File: src/rtl/rggen_apb_bridge_master.sv
// Bridges a valid/ready register request onto an APB master port.
// One transaction in flight; optional ACCESS-phase timeout.
module rggen_apb_bridge_master #(
    parameter int ADDRESS_WIDTH  = 16,
    parameter int DATA_WIDTH     = 32,
    parameter int TIMEOUT_CYCLES = 0
) (
    input  logic                      clk,
    input  logic                      rst,
    input  logic                      req_valid,
    output logic                      req_ready,
    input  logic [ADDRESS_WIDTH-1:0]  req_address,
    input  logic                      req_write,
    input  logic [DATA_WIDTH-1:0]     req_write_data,
    input  logic [DATA_WIDTH/8-1:0]   req_strobe,
    input  logic [2:0]                req_prot,
    output logic                      rsp_valid,
    input  logic                      rsp_ready,
    output logic [DATA_WIDTH-1:0]     rsp_read_data,
    output logic [1:0]                rsp_status,
    output logic                      psel,
    output logic                      penable,
    output logic [ADDRESS_WIDTH-1:0]  paddr,
    output logic [2:0]                pprot,
    output logic                      pwrite,
    output logic [DATA_WIDTH-1:0]     pwdata,
    output logic [DATA_WIDTH/8-1:0]   pstrb,
    input  logic                      pready,
    input  logic [DATA_WIDTH-1:0]     prdata,
    input  logic                      pslverr
);

    localparam int CW = (TIMEOUT_CYCLES > 0) ? $clog2(TIMEOUT_CYCLES + 1) : 1;
    localparam logic [CW-1:0] LIMIT =
        (TIMEOUT_CYCLES > 0) ? CW'(TIMEOUT_CYCLES - 1) : '0;

    typedef enum logic [1:0] {
        IDLE,
        SETUP,
        ACCESS,
        RESPONSE
    } state_t;

    state_t        state;
    logic [CW-1:0] count;
    logic          timeout;

    // count holds the number of ACCESS cycles already spent waiting
    assign timeout   = (TIMEOUT_CYCLES > 0) && (count == LIMIT);
    assign req_ready = (state == IDLE) && !rst;

    always_ff @(posedge clk) begin
        if (rst) begin
            state         <= IDLE;
            count         <= '0;
            psel          <= 1'b0;
            penable       <= 1'b0;
            paddr         <= '0;
            pprot         <= '0;
            pwrite        <= 1'b0;
            pwdata        <= '0;
            pstrb         <= '0;
            rsp_valid     <= 1'b0;
            rsp_read_data <= '0;
            rsp_status    <= '0;
        end else begin
            unique case (state)
                IDLE: begin
                    if (req_valid) begin
                        paddr   <= req_address;
                        pprot   <= req_prot;
                        pwrite  <= req_write;
                        pwdata  <= req_write_data;
                        pstrb   <= req_write ? req_strobe : '0;
                        psel    <= 1'b1;
                        penable <= 1'b0;
                        count   <= '0;
                        state   <= SETUP;
                    end
                end
                SETUP: begin
                    penable <= 1'b1;
                    state   <= ACCESS;
                end
                ACCESS: begin
                    if (pready) begin
                        psel          <= 1'b0;
                        penable       <= 1'b0;
                        rsp_valid     <= 1'b1;
                        rsp_read_data <= pwrite ? '0 : prdata;
                        rsp_status    <= pslverr ? 2'd1 : 2'd0;
                        state         <= RESPONSE;
                    end else if (timeout) begin
                        psel          <= 1'b0;
                        penable       <= 1'b0;
                        rsp_valid     <= 1'b1;
                        rsp_read_data <= '0;
                        rsp_status    <= 2'd2;
                        state         <= RESPONSE;
                    end else if (count != '1) begin
                        count <= count + 1'b1;
                    end
                end
                RESPONSE: begin
                    if (rsp_ready) begin
                        rsp_valid     <= 1'b0;
                        rsp_read_data <= '0;
                        rsp_status    <= '0;
                        state         <= IDLE;
                    end
                end
                default: state <= IDLE;
            endcase
        end
    end

endmodule

File: config.mk
export PLATFORM = sky130hd
export DESIGN_NAME = rggen_apb_bridge_master
export DESIGN_NICKNAME = d
export VERILOG_FILES = /design/src/rtl/rggen_apb_bridge_master.sv
export SDC_FILE = /design/constraint.sdc
export NUM_CORES = 1
export LEC_CHECK = 0
export BUFFER_PORTS_ARGS = -buffer_cell sky130_fd_sc_hd__buf_2
export CAP_MARGIN = 30
export CORE_ASPECT_RATIO = 0.6
export CORE_MARGIN = 5
export CORE_UTILIZATION = 42
export CTS_BUF_LIST = sky130_fd_sc_hd__clkbuf_4 sky130_fd_sc_hd__clkbuf_8
export CTS_CLUSTER_SIZE = 8
export DETAILED_ROUTE_END_ITERATION = 12
export PLACE_DENSITY = 0.78
export SLEW_MARGIN = 20
export SYNTH_ARGS = -nofsm -noshare
export SYNTH_HDL_FRONTEND = slang
export SYNTH_SLANG_ARGS = --single-unit
File: constraint.sdc
create_clock -name clk -period 1.4 [get_ports clk]
set_input_delay 0.14 -clock clk [delete_from_list [all_inputs] [get_ports clk]]
set_output_delay 0.14 -clock clk [all_outputs]
set_load 0.05 [all_outputs]
### Word level (Yosys, flattened, before mapping)

Cells that the tools add are included.

* bits of input ports: 94
* flip-flop bits (word level): 95
* output and inout bits: 94

* reduce and logical (&&, ||, !) cells: 11
* multiplexer cells: 20
* equality and inequality tests: 6

Operators with widths (number)
* 2-to-1 mux 32 bit: 3
* one-hot mux 32 bit (2 select lines): 1
* AND reduction 3 bit: 4
* 2-to-1 mux 2 bit: 4
* one-hot mux 2 bit (4 select lines): 1
* 2-to-1 mux 1 bit: 6
* != test 2 bit (second input constant): 3
* equality test 2 bit (second input constant): 2
* 2-to-1 mux 4 bit: 1
* one-hot mux 1 bit (2 select lines): 2
* one-hot mux 2 bit (2 select lines): 1
* nonzero test 2 bit: 2
* one-hot mux 1 bit (3 select lines): 1
* nonzero test 3 bit: 1
* equality test 2 x 1 -> 1 bit (second input constant): 1
* zero test 2 bit: 1
* AND reduction 2 bit: 1
* logical AND 1 bit: 1
* zero test 1 bit: 1

### Longest topological paths before layout

* depth after elaboration: 3
* mapped depth: 7
* gate-level depth less buffers: 5

### Least setup slack after synthesis

No wires, ideal clock.

* path kind: flip-flop to output port
* start: register state[0]
* end: output req_ready
* buffers on the path: 0
* cell stages (with the launch flop): 4
* arrival time: 1.381 ns
* required time: 1.260 ns
* slack: -0.121 ns
* path through: dfxtp_1 inv_1 ha_1 nor2b_1

* word-level cells in the longest chain between the ends: 2

Ends and longest elaborated chain
* start: declaration: line 44 `state_t state;`
* start signal: assignment: line 54 `state <= IDLE;`
* start signal: assignment: line 78 `state <= SETUP;`
* start signal: assignment: line 83 `state <= ACCESS;`
* zero test 2 bit: line 50 `assign req_ready = (state == IDLE) && !rst;`
* logical AND 1 bit: line 50
* end: declaration: line 11 `output logic req_ready,`

No other way between the ends.

### Worst setup path after layout

* start: register state[1]
* end: register rsp_status[0]

* word-level cells in the longest chain between the ends: 3

Ends and longest elaborated chain
* equality test 2 bit: line 67 `unique case (state)`
* != test 2 bit (no source line) or nonzero test 2 bit (tied branches)
* AND reduction 3 bit (no source line)
* end signal: assignment: line 91 `rsp_status <= pslverr ? 2'd1 : 2'd0;`
* end: declaration: line 20 `output logic [1:0] rsp_status,`

Parallel ways exist; a longest one is shown, timed or not.
A chain may end at the register's enable or synchronous reset.

==> metrics.txt <==
nets 796; DRT antenna net count 0; Clock Skew 0.00725 ns; CP Max Fanout 5; Avg Synthesized Cell Area 8.33 um^2; Max-cap violations 0; routed vias 4,243; P_leak 2.80 nW; hpwl dp 7620 um; Core Box Area 0.00849 mm^2; PortBufs 186; register-to-register path setup slack -0.17 ns; number of DRC markers in iteration 0 302; outcome complete, but fails checks; DRT Wirelength 14,200 um; Final Hold Vio Count 0; H-tree depth 3; worst skew pair latency 0.37 ns; initial antenna violation count 0; number of vias per cell 5.23; CTS max path bufs 2; Max Clock Freq 636 MHz; Chip Width 130 um; Crit. End Element register; Die ar. 0.0107 mm^2; Syn Inst Count 438; Final Setup Violations 67; vias in the first global route 4,043; # DRC 0; TritonCTS buffer count 9; CP required 1.66 ns; Hold WS 0.0106 ns; Critical Path AT 1.83 ns; number of fill cells 598; Critical Path Source Type register; Slowest-stage cell, CP dfxtp_4; sequential cell area fraction in the yosys report 51.6%; CP max stage delay 0.37 ns; post-synthesis cell area 0.00365 mm^2; ANT cells 0; I/O pin count 188; die height 82.2 um; Mapped Nets 539; FFs w/ async S/R, synth 0%; failing checks negative setup slack; VDD IR max 1.10 mV; pwr dens 1920 mW/mm^2; gpl congestion 0.806; synth warn 0; Pre-Repair DR Iteration Count 4; CTS tree yes; Clock Pin Slew Worst Setup and Hold Paths 0.10 ns; area of the multi-input gates 0.00176 mm^2; flops & latches, synth 94; share of layout cells above drive strength 1 43.3%; grt total ovfl 0; initial core utilization 43.0%; WL per Instance 17.5 um; register area 0.00189 mm^2; Layout Utilization 72.3%; max_slew headroom 53.7%; Final WS setup -0.172 ns; Slew Limit Fails 0; cell taking the most area after synthesis dfxtp_1; HP Class in -> reg; Worst Path Buf+Inv 3; # rows 26; CP Launch Point state[1]; min Tclk post-route 1.57 ns; Hold Startpoint req_write_data[26]; worst slew pin tran 0.695 ns; worst-path cell chain buf_6 -> ha_4 -> mux2_4 -> buf_12 -> buf_16 -> nand4_1 -> o21ai_1; largest net degree at the start of global routing 56; CP delay by family, top buffers and inverters; area grow syn2layout 68.1%; top cell type's share of synthesized area 51.6%; setup repair after global routing missed its margin yes; GRT Util Overall 23.3%; Final Cycle Share 112%; Critical R2R Launch state[1]; Sink Count 94; Post-synth EDFFs 0; CP Class reg -> reg; top post-synthesis cells by area dfxtp_1, nand2_1, a21oi_1, nand4_1, o21ai_2; library cells used by synthesis 32; Post-synth top flop dfxtp_1; first-pass GRT wire length 19,700 um; CTS root buffer clkbuf_8
==> sequential cells by signal (all words and copies together) (netlist names) <==
| name | flops |
|---|---|
| paddr | 16 |
| penable | 1 |
| pprot | 3 |
| psel | 1 |
| pstrb | 4 |
| pwdata | 32 |
| pwrite | 1 |
| rsp_read_data | 32 |
| rsp_status | 1 |
| rsp_valid | 1 |
| state | 2 |
==> final cells by class <==
| class | count | area share [%] |
|---|---|---|
| Timing Repair Buffer | 280 | 34.3 |
| Clock buffer | 9 | 2.02 |
| Multi-Input combinational cell | 307 | 28.7 |
| Clock inverter | 7 | 1.69 |
| Inverter | 3 | 0.224 |
| Sequential cell | 94 | 30.8 |
| Tap cell | 112 | 2.28 |
==> power breakdown <==
group          total [mW]  internal (mW)  switching, mW
registers            3.52           3.21          0.302
logic                6.22           2.27           3.95
clock network        2.07           1.03           1.03
==> cell families after synthesis <==
family	count (synthesis)	synth area share, %
mux	2	0.686
fa+ha+maj	7	2.40
other cells	1	0.103
buf+inv	40	5.79
simple gates	199	23.8
flops	94	51.6
compound gates	95	15.7
==> cell usage in the layout, fill, tap and decap left out, types with 2 or more instances in the layout <==
cell | netlist | layout
dfxtp_4 | 0 | 2
dfxtp_1 | 94 | 92
o21ai_2 | 20 | 20
o21ai_1 | 11 | 13
nor2_1 | 3 | 3
buf_4 | 4 | 15
a21oi_2 | 0 | 19
dlygate4sd3_1 | 0 | 56
nand3_1 | 4 | 4
ha_1 | 7 | 3
nand4_1 | 33 | 33
buf_2 | 19 | 185
bufinv_16 | 0 | 2
and2_4 | 1 | 5
nor2b_4 | 0 | 2
clkinvlp_4 | 0 | 2
nand2_1 | 148 | 146
a21oi_1 | 56 | 37
clkbuf_8 | 0 | 9
buf_6 | 3 | 5
buf_12 | 0 | 6
buf_16 | 0 | 5
ha_4 | 0 | 3
inv_6 | 0 | 2
clkbuf_16 | 0 | 7
==> synth_stat cells, types with 4 or more instances <==
master    instances
a21oi_1          56
buf_2            19
buf_4             4
clkbuf_1         11
dfxtp_1          94
ha_1              7
nand2_1         148
nand3_1           4
nand4_1          33
nor2b_1           4
o21ai_1          11
o21ai_2          20
==> metrics by stage <==
stage               cell area, um^2  instances  setup slack [ns]  setup TNS (ns)  power [mW]
finish                         6130        812            -0.172           -4.42        11.8
global route                   6130        812            -0.197           -8.22        12.3
CTS                            5760        796            -0.130           -3.59        11.0
detailed placement             4720        715            -0.226           -5.15        8.08
global placement               4720        715            -0.127           -2.77        7.95
floorplan                      3660        438          -0.00938          -0.188        6.89
==> final timing paths <==
path,to,cells after the start
max,rsp_status[0],7
min,pwdata[26],3
max reg2reg,rsp_status[0],7
min reg2reg,pwdata[1],2
==> worst min-delay path: cells and delay by family <==
family                 cells  cell delay (ns)
AOI/OAI and AO/OA          1             0.05
and+or+nand+nor            1             0.06
buffers and inverters      1             0.09
==> layer usage <==
layer  GRT usage [%]  up-vias  routed length, um
li1                -     1995                  -
met1            28.5     2022               5900
met2            40.9      192               6890
met3            5.72       34               1110
met4            7.49        0                323
met5               0        -                  0
==> repair_timing <==
| item | in CTS | in global routing |
|---|---|---|
| resized for setup | 25 | 32 |
| setup buffers | 6 | 3 |
| hold buffers | 52 | 4 |
| hold endpoints to repair | 52 | 4 |
| setup endpoints to repair | 55 | 94 |
| pin swaps | 5 | 22 |
| cloned | 7 | 9 |
No activity file was read; power rests on OpenSTA's default activity.
